$ cat src/rtl/decoder_pkg.sv
// Shared definitions for the 3-to-8 decoder scan driver.
// State encodings, select geometry and the counter-width helper live here.
package decoder_pkg;

  localparam logic [1:0] IDLE  = 2'd0;
  localparam logic [1:0] BLANK = 2'd1;
  localparam logic [1:0] DRIVE = 2'd2;

  localparam int NUM_OUTPUTS = 8;
  localparam int SEL_W       = 3;

  function automatic int max_int(input int x, input int y);
    return (x > y) ? x : y;
  endfunction

  // Width able to hold any reload value (at most max(div, blank) - 1), never below 1 bit.
  function automatic int cnt_width(input int div, input int blank);
    int m;
    m = max_int(div, blank);
    return (m < 2) ? 1 : $clog2(m + 1);
  endfunction

endpackage

$ cat src/rtl/cycle_counter.sv
// Generic down-counter: load a value, count down to zero and hold there.
// zero flags the final cycle of a timed interval that was loaded with (length - 1).
module cycle_counter #(
  parameter int W = 3
) (
  input  logic         clk,
  input  logic         rst_n,
  input  logic         load,
  input  logic [W-1:0] load_val,
  output logic         zero
);

  logic [W-1:0] cnt_q;
  logic [W-1:0] cnt_d;

  // Next count: reload has priority, otherwise decrement until zero.
  always_comb begin
    cnt_d = cnt_q;
    if (load) begin
      cnt_d = load_val;
    end else if (cnt_q != {W{1'b0}}) begin
      cnt_d = cnt_q - {{(W-1){1'b0}}, 1'b1};
    end else begin
      cnt_d = cnt_q;
    end
  end

  // Count register.
  always_ff @(posedge clk or negedge rst_n) begin
    if (!rst_n) begin
      cnt_q <= {W{1'b0}};
    end else begin
      cnt_q <= cnt_d;
    end
  end

  assign zero = (cnt_q == {W{1'b0}});

endmodule

$ cat src/rtl/decoder_scan_driver.sv
// Scan driver for a downstream 3-to-8 decoder (e, a=MSB, b, c).
// Walks the eight outputs up or down, once or forever, with e held low for
// BLANK_CYCLES before every slot so the select never changes under an enabled decoder.
// Optional feature: define SCAN_SKIP_MASK_EN to add skip_mask, which suppresses e
// for masked slots while keeping slot timing unchanged.
module decoder_scan_driver
  import decoder_pkg::*;
#(
  parameter int DIV          = 4,
  parameter int BLANK_CYCLES = 1
) (
  input  logic clk,
  input  logic rst_n,
`ifdef SCAN_SKIP_MASK_EN
  input  logic [NUM_OUTPUTS-1:0] skip_mask,
`endif
  input  logic start,
  input  logic stop,
  input  logic dir,
  input  logic one_shot,
  output logic e,
  output logic a,
  output logic b,
  output logic c,
  output logic busy,
  output logic done
);

  localparam int CNT_W = cnt_width(DIV, BLANK_CYCLES);
  localparam logic [CNT_W-1:0] DIV_LD   = CNT_W'(DIV - 1);
  localparam logic [CNT_W-1:0] BLANK_LD = CNT_W'((BLANK_CYCLES > 0) ? (BLANK_CYCLES - 1) : 0);
  // Every slot starts in BLANK, or directly in DRIVE when there is no blanking gap.
  localparam logic [1:0]       SLOT_ENTRY = (BLANK_CYCLES == 0) ? DRIVE : BLANK;
  localparam logic [CNT_W-1:0] SLOT_LD    = (BLANK_CYCLES == 0) ? DIV_LD : BLANK_LD;

  logic [1:0]       state_q, state_d;
  logic [SEL_W-1:0] idx_q, idx_d;
  logic             dir_q, dir_d;
  logic             os_q, os_d;
  logic             e_q, e_d;
  logic [SEL_W-1:0] sel_q, sel_d;
  logic             busy_q, busy_d;
  logic             done_q, done_d;

  logic             cnt_load;
  logic [CNT_W-1:0] cnt_load_val;
  logic             cnt_zero;
  logic             is_terminal;

  cycle_counter #(.W(CNT_W)) u_timer (
    .clk      (clk),
    .rst_n    (rst_n),
    .load     (cnt_load),
    .load_val (cnt_load_val),
    .zero     (cnt_zero)
  );

  assign is_terminal = dir_q ? (idx_q == 3'd0) : (idx_q == 3'd7);

  // Sequencer: slot timing, index stepping, stop abort and end-of-sweep detection.
  always_comb begin
    state_d      = state_q;
    idx_d        = idx_q;
    dir_d        = dir_q;
    os_d         = os_q;
    done_d       = 1'b0;
    cnt_load     = 1'b0;
    cnt_load_val = DIV_LD;
    if (stop) begin
      state_d = IDLE;
      idx_d   = 3'd0;
    end else begin
      case (state_q)
        IDLE: begin
          if (start) begin
            idx_d        = dir ? 3'd7 : 3'd0;
            dir_d        = dir;
            os_d         = one_shot;
            state_d      = SLOT_ENTRY;
            cnt_load     = 1'b1;
            cnt_load_val = SLOT_LD;
          end else begin
            state_d = IDLE;
          end
        end
        BLANK: begin
          if (cnt_zero) begin
            state_d      = DRIVE;
            cnt_load     = 1'b1;
            cnt_load_val = DIV_LD;
          end else begin
            state_d = BLANK;
          end
        end
        DRIVE: begin
          if (cnt_zero) begin
            if (is_terminal && os_q) begin
              state_d = IDLE;
              idx_d   = 3'd0;
              done_d  = 1'b1;
            end else begin
              idx_d        = dir_q ? (idx_q - 3'd1) : (idx_q + 3'd1);
              state_d      = SLOT_ENTRY;
              cnt_load     = 1'b1;
              cnt_load_val = SLOT_LD;
            end
          end else begin
            state_d = DRIVE;
          end
        end
        default: begin
          state_d = IDLE;
          idx_d   = 3'd0;
        end
      endcase
    end
  end

  // Output decode from the next state so every output is a plain register.
  always_comb begin
    busy_d = (state_d != IDLE);
    sel_d  = (state_d == IDLE) ? 3'd0 : idx_d;
`ifdef SCAN_SKIP_MASK_EN
    e_d    = (state_d == DRIVE) && !skip_mask[idx_d];
`else
    e_d    = (state_d == DRIVE);
`endif
  end

  // State, latched scan mode and registered outputs.
  always_ff @(posedge clk or negedge rst_n) begin
    if (!rst_n) begin
      state_q <= IDLE;
      idx_q   <= 3'd0;
      dir_q   <= 1'b0;
      os_q    <= 1'b0;
      e_q     <= 1'b0;
      sel_q   <= 3'd0;
      busy_q  <= 1'b0;
      done_q  <= 1'b0;
    end else begin
      state_q <= state_d;
      idx_q   <= idx_d;
      dir_q   <= dir_d;
      os_q    <= os_d;
      e_q     <= e_d;
      sel_q   <= sel_d;
      busy_q  <= busy_d;
      done_q  <= done_d;
    end
  end

  assign e    = e_q;
  assign a    = sel_q[2];
  assign b    = sel_q[1];
  assign c    = sel_q[0];
  assign busy = busy_q;
  assign done = done_q;

endmodule

$ cat config.mk
export PLATFORM = sky130hd
export DESIGN_NAME = decoder_scan_driver
export DESIGN_NICKNAME = d
export VERILOG_FILES = /design/src/rtl/decoder_pkg.sv /design/src/rtl/cycle_counter.sv /design/src/rtl/decoder_scan_driver.sv
export SDC_FILE = /design/constraint.sdc
export NUM_CORES = 1
export LEC_CHECK = 0
export BUFFER_PORTS_ARGS = -buffer_cell sky130_fd_sc_hd__buf_4
export CORE_ASPECT_RATIO = 1.25
export CORE_MARGIN = 4
export CORE_UTILIZATION = 55
export DETAILED_ROUTE_END_ITERATION = 6
export HOLD_SLACK_MARGIN = 0.15
export PLACE_DENSITY = 0.76
export SYNTH_ARGS = -nofsm -noshare
export SYNTH_HDL_FRONTEND = slang
export SYNTH_SLANG_ARGS = --single-unit
$ cat constraint.sdc
create_clock -name clk -period 4.69 [get_ports clk]
set_input_delay 0 -clock clk [delete_from_list [all_inputs] [get_ports clk]]
set_output_delay 0 -clock clk [all_outputs]
set_load 0.01 [all_outputs]
==> results.md, run 1 <==
- Clk buf depth: 2
- Share of layout cells above drive strength 1: 24.3%
- Area of the core: 1600 um^2
- GP Congestion: 0.758
- Syn Nets: 97
- Post-CTS sizing: 0
- Required time of the critical path: 4.91 ns
- Sw frac: 37.0%
- Fin crit share: 43.6%
- Vias per cell: 5.82
- Die W: 45.0 um
- Total wire length: 1.80 mm
- Ys Warns: 0
- Final Net Count: 113
- Placed insts: 112
- TritonCTS Buffers: 3
- Clock network fraction of total power: 17.7%
- Switching power: 0.189 mW
- CTS tree: done
- DP Wirelength: 1.30 mm
- #FFs+latches synth: 16
- F_max: 0.489 GHz
- I/O pin count: 12
- Synthesized area: 942 um^2
- Die area: 2440 um^2
- Post-Syn Area per Cell: 10.7 um^2
- Min Tclk post-route: 2.05 ns
- Vias: 704
- Clock transition at the registers of the reported paths: 0.10 ns
- Max-Cap Viols: 0
- First-pass GRT wire length: 3.22 mm
- Final Util: 68.0%
- CTS Sinks: 16
- Initial antenna violation count: 0
- Chip height: 54.3 um
- Layout area overhead: 15.5%
- Hold Vio Cnt, Final: 0
- Top routing layer used: met4
- WL met2: 915 um
- Setup TNS: 0 ns
- RSZ-0062 raised after global routing: false
- Synth cell types: 38
- Worst Setup Start Kind: flop
- Met1 Wirelength: 789 um
- Register area share after synthesis: 42.5%
- Main synth FF type: dfrtp_1
- Outcome: finished, final reports clean
- Total grt overflow: 0
- Arrival time worst endpoint: 2.27 ns
- # rows: 16
- Slew HR: 53.6%
- Antenna Nets Post-Route: 0
- Detail-routed net length per standard cell: 14.9 um
- Pin count of the biggest net entering global routing: 20
- CP max FO: 19
- DRC errors left: 0
- DRT Pass-1 Iters: 4
- PortBufs: 11
- Crit. End Element: flop
- CP Class: flop to flop
- Leak: 0.492 nW
- Fin Hold WS: 0.152 ns
- Pwr dens: 470 nW/um^2
- Mapped Cells: 88
- Number of flops mapped to enable cells by yosys: 0
- Latest clock arrival within the worst-skew pair: 0.28 ns
- DRT iter0 DRCs: 10
- Slew of the pin with the lowest slew margin: 0.694 ns
- Vias in the first global route: 722
- Ys async rst share: 100%
- Worst hold path class: input port to flop
- Antenna fix cells: 0
- # setup viols final: 0
- Logic pwr share: 42.6%
- Total power: 0.511 mW
- Max Slew Vio Count: 0
- Total Routing Usage GR: 18.5%
- CTS H-tree lvls: 1
- Final Skew: 0.00650 ns
- Sequential fraction of design power: 39.7%
- Initial Util: 58.8%
- Cell Int Power: 0.322 mW
- Maximum VDD drop: 0.273 mV
- CTS root buf: clkbuf_4
- Wire length on met3: 63 um
- Final non-filler cell total: 121
[path summary, 6_finish.rpt]
check	startpoint	to	slack, ns	depth (start not counted)
hold / removal	start	u_timer.cnt_q[0]	0.15	4
setup / recovery	u_timer.cnt_q[0]	sel_q[0]	2.64	7
min in group asynchronous	rst_n	u_timer.cnt_q[1]	0.83	3
max in group asynchronous	rst_n	os_q	3.42	3
hold reg to reg	u_timer.cnt_q[1]	u_timer.cnt_q[1]	0.56	2
setup reg to reg	u_timer.cnt_q[0]	sel_q[0]	2.64	7
[synth_stat cells (2+ instances only)]
master,n,area (um^2)
a21oi_1,9,45.0
a31oi_1,2,12.5
dfrtp_1,16,400
ha_1,2,25.0
inv_1,5,18.8
mux2_2,2,22.5
nand2_1,4,15.0
nand3b_1,3,22.5
nand4_1,2,12.5
nor2_1,11,41.3
nor2b_1,2,12.5
nor3_1,2,10.0
xnor2_1,3,26.3
[worst max-delay path, stage by stage (launching register included)]
cell	delay [ns]
dfrtp_1	0.39
inv_1	0.10
ha_1	0.15
ha_1	0.56
xnor2_1	0.13
a211o_1	0.30
a211oi_2	0.22
and2_1	0.14
[power groups by stage]
stage               clock network, mW  registers [mW]  logic [mW]
finish                         0.0905           0.203       0.218
global route                   0.0975           0.208       0.243
detailed placement                  0           0.205       0.217
CTS                            0.0921           0.202       0.221
global placement                    0           0.204       0.205
floorplan                           0           0.194       0.197
[cell families after synthesis]
kind of cell / synth area share [%]
mux: 2.39
xor+xnor: 2.79
fa+ha+maj: 4.78
simple gates: 21.5
flops: 42.5
buf+inv: 6.77
compound gates: 19.3
[stage by stage]
stage / setup slack (ns) / instance area (um^2)
finish: 2.64 / 1090
floorplan: 3.02 / 942
detailed placement: 2.67 / 1000
global route: 2.47 / 1090
global placement: 2.73 / 1000
CTS: 2.63 / 1090
[cell usage in the layout, fill, tap and decap left out, types with 2 or more instances in the layout]
master	count
dfrtp_1	16
nor2_1	11
buf_4	11
a21oi_1	9
inv_1	5
dlygate4sd3_1	5
nand2_1	4
nand3b_1	3
xnor2_1	3
clkbuf_4	3
a31oi_1	2
nand4_1	2
nor2b_1	2
nor3_1	2
mux2_2	2
ha_1	2
[cell type report]
cell class | instances | area (um^2)
tap | 18 | 22.5
multi-input combinational | 62 | 478
timing repair buffer | 16 | 133
fill | 132 | 513
clock buffer | 4 | 36.3
sequential | 16 | 400
inverter | 5 | 18.8
[sequential cells by signal, summed over array words and instances (netlist names)]
| register | cells |
|---|---|
| busy | 1 |
| u_timer.cnt_q | 3 |
| state_q | 2 |
| dir_q | 1 |
| idx_q | 3 |
| done | 1 |
| sel_q | 3 |
| os_q | 1 |
| e | 1 |
[repair_timing]
action | in CTS | in global routing
hold buffers | 5 | 0
setup buffers | 0 | 0
hold endpoints to repair | 26 | 0
[layer usage]
layer	track usage, %	vias to the layer above
met4	10.2	0
met1	21.9	347
met3	2.96	4
met2	31.4	10
met5	0	-
li1	-	343
No activity file was read; power rests on OpenSTA's default activity.
==> run 2, diff against run 1 <==
==> constraint.sdc (replaced) <==
create_clock -name clk -period 2 [get_ports clk]
set_input_delay 0 -clock clk [delete_from_list [all_inputs] [get_ports clk]]
set_output_delay 0 -clock clk [all_outputs]
set_load 0.01 [all_outputs]
==> run 2 against run 1 <==
Compared with the run above:
- worst setup slack got worse by 2.4 ns
- critical path type unchanged
- critical endpoint is now idx_q[1]
- sequential power rose by 130%
- combinational power rose to 2.6 times the previous value
==> results.md, run 2 (synthesis results as in run 1) <==
- Outcome: finished, final reports clean
- Most frequent cells in the layout: dfrtp_1, buf_4, nor2_1
- Setup TNS: 0 ns (unchanged)
- Total grt overflow: 0 (unchanged)
- Final Skew: 0.00777 ns (+0.00127 ns)
- Initial antenna violation count: 0 (unchanged)
- CP delay by family, top: compound AO/OA/AOI/OAI gates
- Fin Hold WS: 0.156 ns (+0.00403 ns)
- Commonest non-fill, non-tap cell in the layout: dfrtp_1
- Largest registers: idx_q (3), sel_q (3), u_timer.cnt_q (3)
- Cell Int Power: 0.772 mW (+140%)
- Arrival time worst endpoint: 1.97 ns (-0.30 ns)
- Die W: 45.0 um (unchanged)
- Switching power: 0.472 mW (+150%)
- Hold-fix buffers, CTS: 5 (unchanged)
- DRT Pass-1 Iters: 5 (+1)
- Initial Util: 58.8% (unchanged)
- Clk buf depth: 2 (unchanged)
- Max-Cap Viols: 0 (unchanged)
- Final Util: 68.9% (+0.94 points)
- Crit path buf inv count: 2 (+1)
- Leak: 0.502 nW (+2.1%)
- Clock network fraction of total power: 17.4% (-0.3 points)
- I/O pin count: 12 (unchanged)
- Maximum VDD drop: 0.686 mV (+150%)
- Detail-routed net length per standard cell: 15.8 um (+5.9%)
- DRC errors left: 0 (unchanged)
- CTS root buf: clkbuf_4
- Worst Setup Start Kind: flop
- CP Class: flop to flop
- TritonCTS Buffers: 3 (unchanged)
- DRT iter0 DRCs: 11 (+1)
- CP Cell Sequence: inv_1 > ha_1 > ha_1 > buf_4 > nand3b_1 > a21oi_1 > a21oi_1 > a21oi_1
- Die area: 2440 um^2 (unchanged)
- Logic pwr share: 45.1% (+2.5 points)
- Crit. End Element: flop
- Crit-path slowest cell: dfrtp_1
- Postcts setup bufs: 0 (unchanged)
- Sequential fraction of design power: 37.5% (-2.2 points)
- Pwr dens: 1130 nW/um^2 (+140%)
- Antenna Nets Post-Route: 0 (unchanged)
- Fin crit share: 88.0% (+44 points)
- CTS H-tree lvls: 1 (unchanged)
- Slowest Stage Delay on Critical Path: 0.37 ns (-0.19 ns)
- Total wire length: 1.94 mm (+7.7%)
- Sw frac: 37.9% (+0.96 points)
- F_max: 0.568 GHz (+16%)
- Layout area overhead: 17.1%
- Latest clock arrival within the worst-skew pair: 0.29 ns (about the same)
- Vias per cell: 5.87 (+0.89%)
- CP max FO: 17 (-2)
- Required time of the critical path: 2.21 ns (-2.70 ns)
- Chip height: 54.3 um (unchanged)
- Vias: 722 (+2.6%)
- # setup viols final: 0 (unchanged)
- Share of layout cells above drive strength 1: 25.7% (+1.4 points)
- Clock transition at the registers of the reported paths: 0.10 ns (about the same)
- CTS Sinks: 16 (unchanged)
- Worst hold path class: input port to flop
- Final Net Count: 115 (+1.8%)
- CTS tree: done
- Antenna fix cells: 0 (unchanged)
- Slew HR: 49.8% (-3.7 points)
- Slew of the pin with the lowest slew margin: 0.750 ns (+0.0561 ns)
- PortBufs: 11 (unchanged)
- # rows: 16 (unchanged)
- DP Wirelength: 1.35 mm (+3.8%)
- RSZ-0062 raised after global routing: false
- Hold Vio Cnt, Final: 0 (unchanged)
- Post-CTS sizing: 0 (unchanged)
- Most used cell, CP: a21oi_1
- Total Routing Usage GR: 19.1% (+0.62 points)
- Number of fillers in the final layout: 119 (-9.8%)
- First-pass GRT wire length: 3.37 mm (+4.7%)
- Pin count of the biggest net entering global routing: 18 (-10%)
- Vias in the first global route: 758 (+5.0%)
- Area of the core: 1600 um^2 (unchanged)
- GP Congestion: 0.827 (+9.1%)
- Max Slew Vio Count: 0 (unchanged)
- Min Tclk post-route: 1.76 ns (-0.288 ns)
==> run 2: changes by cell type in the layout (fill, tap and decap cells not counted), sizes merged <==
cell  before  now
buf       11   13
==> run 2: tightest hold or removal path: stages <==
cell and delay [ns]:
buf_4 0.11, a22oi_1 0.07, nor2_1 0.19, a2111oi_4 0.05
==> run 2: stage by stage <==
stage	std cells	worst slack [ns]	area, um^2	total power [mW]
after floorplan	88	0.330	942	0.916
after global placement	114	0.283	1020	0.989
after detailed placement	114	0.268	1020	1.02
after CTS	123	0.233	1100	1.25
after global routing	123	0.107	1100	1.33
final	123	0.241	1100	1.24
==> run 2: final cells by class <==
cell class	count	area (um^2)	share of cell area (%)
Clock buffer	4	36.3	3.29
Inverter	5	18.8	1.70
Sequential cell	16	400	36.3
Multi-Input combinational cell	62	478	43.3
Tap cell	18	22.5	2.04
Timing Repair Buffer	18	148	13.4
==> run 2: path summary, 6_finish.rpt <==
check | depth (start not counted) | to | slack (ns) | start
setup / recovery | 8 | idx_q[1] | 0.24 | u_timer.cnt_q[0]
hold / removal | 4 | u_timer.cnt_q[0] | 0.16 | start
setup reg to reg | 8 | idx_q[1] | 0.24 | u_timer.cnt_q[0]
hold reg to reg | 2 | u_timer.cnt_q[2] | 0.57 | u_timer.cnt_q[2]
max in group asynchronous | 3 | sel_q[0] | 0.69 | rst_n
min in group asynchronous | 3 | idx_q[2] | 0.83 | rst_n
==> run 2: layer usage <==
layer | track usage, % | vias to the layer above | wire length, um
met1 | 23.6 | 344 | 807
li1 | - | 348 | -
met5 | 0 | - | 0
met3 | 1.97 | 4 | 99
met2 | 32.5 | 26 | 1010
met4 | 9.76 | 0 | 24
==> run 2: power by group through the flow <==
stage	Sequential, mW	Combinational [mW]	Clock, mW
floorplan	0.455	0.461	0
global placement	0.464	0.524	0
detailed placement	0.470	0.545	0
CTS	0.464	0.563	0.220
global route	0.476	0.627	0.229
finish	0.466	0.561	0.217
==> run 3, diff against run 2 <==
--- a/config.mk
+++ b/config.mk
@@ -8,10 +8,9 @@
 export BUFFER_PORTS_ARGS = -buffer_cell sky130_fd_sc_hd__buf_4
 export CORE_ASPECT_RATIO = 1.25
 export CORE_MARGIN = 4
-export CORE_UTILIZATION = 55
+export CORE_UTILIZATION = 35
 export DETAILED_ROUTE_END_ITERATION = 6
 export HOLD_SLACK_MARGIN = 0.15
-export PLACE_DENSITY = 0.76
 export SYNTH_ARGS = -nofsm -noshare
 export SYNTH_HDL_FRONTEND = slang
 export SYNTH_SLANG_ARGS = --single-unit
==> run 3 against run 2 <==
Compared with the run above:
- first-iteration DRC count did not move
- routed wire length shrank 7.4%
- clock skew down 0.0050 ns
- register-to-register slack better by 0.04 ns
- sequential power fell by 0.9%
- clock power decreased by 3%
- critical path depth unchanged
- critical endpoint is now sel_q[1]
- worst hold slack improved by 0.35 ns
- critical path type unchanged
- final cell count is 13% higher
- non-clock buffer count up 1
==> results.md, run 3 (synthesis results as in run 1) <==
- Outcome: finished, final reports clean
- Most used cell, CP: a21oi_1
- CTS root buf: clkbuf_4
- R2r setup slk: 0.28 ns (+0.04 ns)
- DP Wirelength: 1.33 mm (-1.8%)
- Setup TNS: 0 ns (unchanged)
- Crit-path slowest cell: dfrtp_1
- Placed insts: 129 (+13%)
- Finished Cell Area: 1130 um^2 (+2.6%)
- Worst Setup Start Kind: flop
- Die W: 54.4 um (+21%)
- # rows: 20 (+4)
- Antenna fix cells: 0 (unchanged)
- TritonCTS Buffers: 3 (unchanged)
- Final Util: 45.3% (-24 points)
- Chip height: 66.0 um (+22%)
- F_max: 0.582 GHz (+2.3%)
- Initial antenna violation count: 0 (unchanged)
- Vias: 703 (-2.6%)
- Required time of the critical path: 2.20 ns (about the same)
- Crit. End Element: flop
- Die area: 3590 um^2 (+47%)
- Slowest Stage Delay on Critical Path: 0.36 ns (about the same)
- Commonest non-fill, non-tap cell in the layout: dfrtp_1
- Pin count of the biggest net entering global routing: 17 (-1)
- DRC errors left: 0 (unchanged)
- PortBufs: 11 (unchanged)
- Min Tclk post-route: 1.72 ns (-0.0402 ns)
- Post-CTS sizing: 0 (unchanged)
- Share of layout cells above drive strength 1: 25.5% (-0.24 points)
- Detail-routed net length per standard cell: 12.9 um (-18%)
- Vias in the first global route: 701 (-7.5%)
- CP delay by family, top: adder cells
- Total grt overflow: 0 (unchanged)
- CP Cell Sequence: inv_1 > ha_1 > ha_1 > buf_4 > nand3b_1 > a21oi_1 > a21oi_1 > a21oi_1
- Total Routing Usage GR: 12.9% (-6.2 points)
- Max Slew Vio Count: 0 (unchanged)
- Clock transition at the registers of the reported paths: 0.09 ns (about the same)
- Final Skew: 0.00276 ns (-0.00501 ns)
- Slew HR: 52.7% (+2.8 points)
- Pwr dens: 1080 nW/um^2 (-3.8%)
- Slew of the pin with the lowest slew margin: 0.708 ns (-0.0422 ns)
- Most frequent cells in the layout: dfrtp_1, buf_4, nor2_1
- Final non-filler cell total: 139 (+13%)
- Layout area overhead: 20.2%
- First-pass GRT wire length: 3.31 mm (-1.8%)
- Maximum VDD drop: 0.644 mV (-6.2%)
- CP Class: flop to flop
- Initial Util: 37.7% (-21 points)
- Leak: 0.507 nW (+0.83%)
- Vias per cell: 5.06 (-14%)
- I/O pin count: 12 (unchanged)
- Hold Vio Cnt, Final: 0 (unchanged)
- Antenna Nets Post-Route: 0 (unchanged)
- RSZ-0062 raised after global routing: false
- Final Net Count: 116 (+0.87%)
- CTS tree: done
- Number of fillers in the final layout: 260 (+120%)
- Crit path buf inv count: 2 (unchanged)
- DRT Pass-1 Iters: 4 (-1)
- Hold-fix buffers, CTS: 6 (+1)
- Latest clock arrival within the worst-skew pair: 0.28 ns (about the same)
- CP max FO: 15 (-2)
- DRT iter0 DRCs: 11 (unchanged)
- CTS Sinks: 16 (unchanged)
- Clk buf depth: 2 (unchanged)
- Worst hold path class: input port to flop
- Arrival time worst endpoint: 1.92 ns (-0.05 ns)
- Max-Cap Viols: 0 (unchanged)
- Fin crit share: 85.9% (-2.0 points)
- Area of the core: 2500 um^2 (+56%)
- Total wire length: 1.80 mm (-7.4%)
- GP Congestion: 0.789 (-4.6%)
- Largest registers: idx_q (3), sel_q (3), u_timer.cnt_q (3)
- CTS H-tree lvls: 1 (unchanged)
- DP Area: 1040 um^2 (+1.8%)
- # setup viols final: 0 (unchanged)
- Postcts setup bufs: 0 (unchanged)
==> run 3: cell count changes in the layout (fill, tap and decap cells not counted), sizes merged <==
cell	change
dlygate4sd3	+1
==> run 3: final timing paths <==
path / cells past startpoint / endpoint / start
min in group asynchronous: 3 / dir_q / rst_n
worst max-delay path: 8 / sel_q[1] / u_timer.cnt_q[0]
max in group asynchronous: 3 / u_timer.cnt_q[2] / rst_n
worst min register to register: 2 / u_timer.cnt_q[2] / u_timer.cnt_q[2]
worst min-delay path: 3 / os_q / one_shot
worst max register to register: 8 / sel_q[1] / u_timer.cnt_q[0]
==> run 3: worst min-delay path: stages <==
cell and delay [ns]:
dlygate4sd3_1 0.54, buf_4 0.10, mux2_2 0.12
==> run 3: layout make-up <==
class	instances	area, um^2	share of cell area [%]
clock buffers	4	36.3	3.20
repair buffers	19	158	13.9
inverters	5	18.8	1.66
multi-input cells	62	478	42.2
well taps	33	41.3	3.65
flip-flops and latches	16	400	35.4
==> run 3: layer usage <==
layer / track usage, % / share of wire [%] / up-vias
met5: 0 / 0 / -
met4: 5.61 / 1.2 / 0
met3: 2.71 / 3.0 / 2
met2: 21.1 / 52 / 8
met1: 15.9 / 44 / 345
li1: - / - / 348
==> run 3: metrics by stage <==
stage	total power, mW	hold slack [ns]	setup slack [ns]
floorplan	0.916	-0.296	0.330
global placement	1.01	-0.127	0.331
detailed placement	1.02	-0.128	0.302
CTS	1.25	0.476	0.271
global route	1.36	0.510	0.0700
finish	1.23	0.505	0.281
==> run 3: power breakdown <==
part           internal, mW  switching (mW)
sequential            0.394          0.0677
combinational         0.272           0.283
clock                 0.111           0.100
total                 0.777           0.451
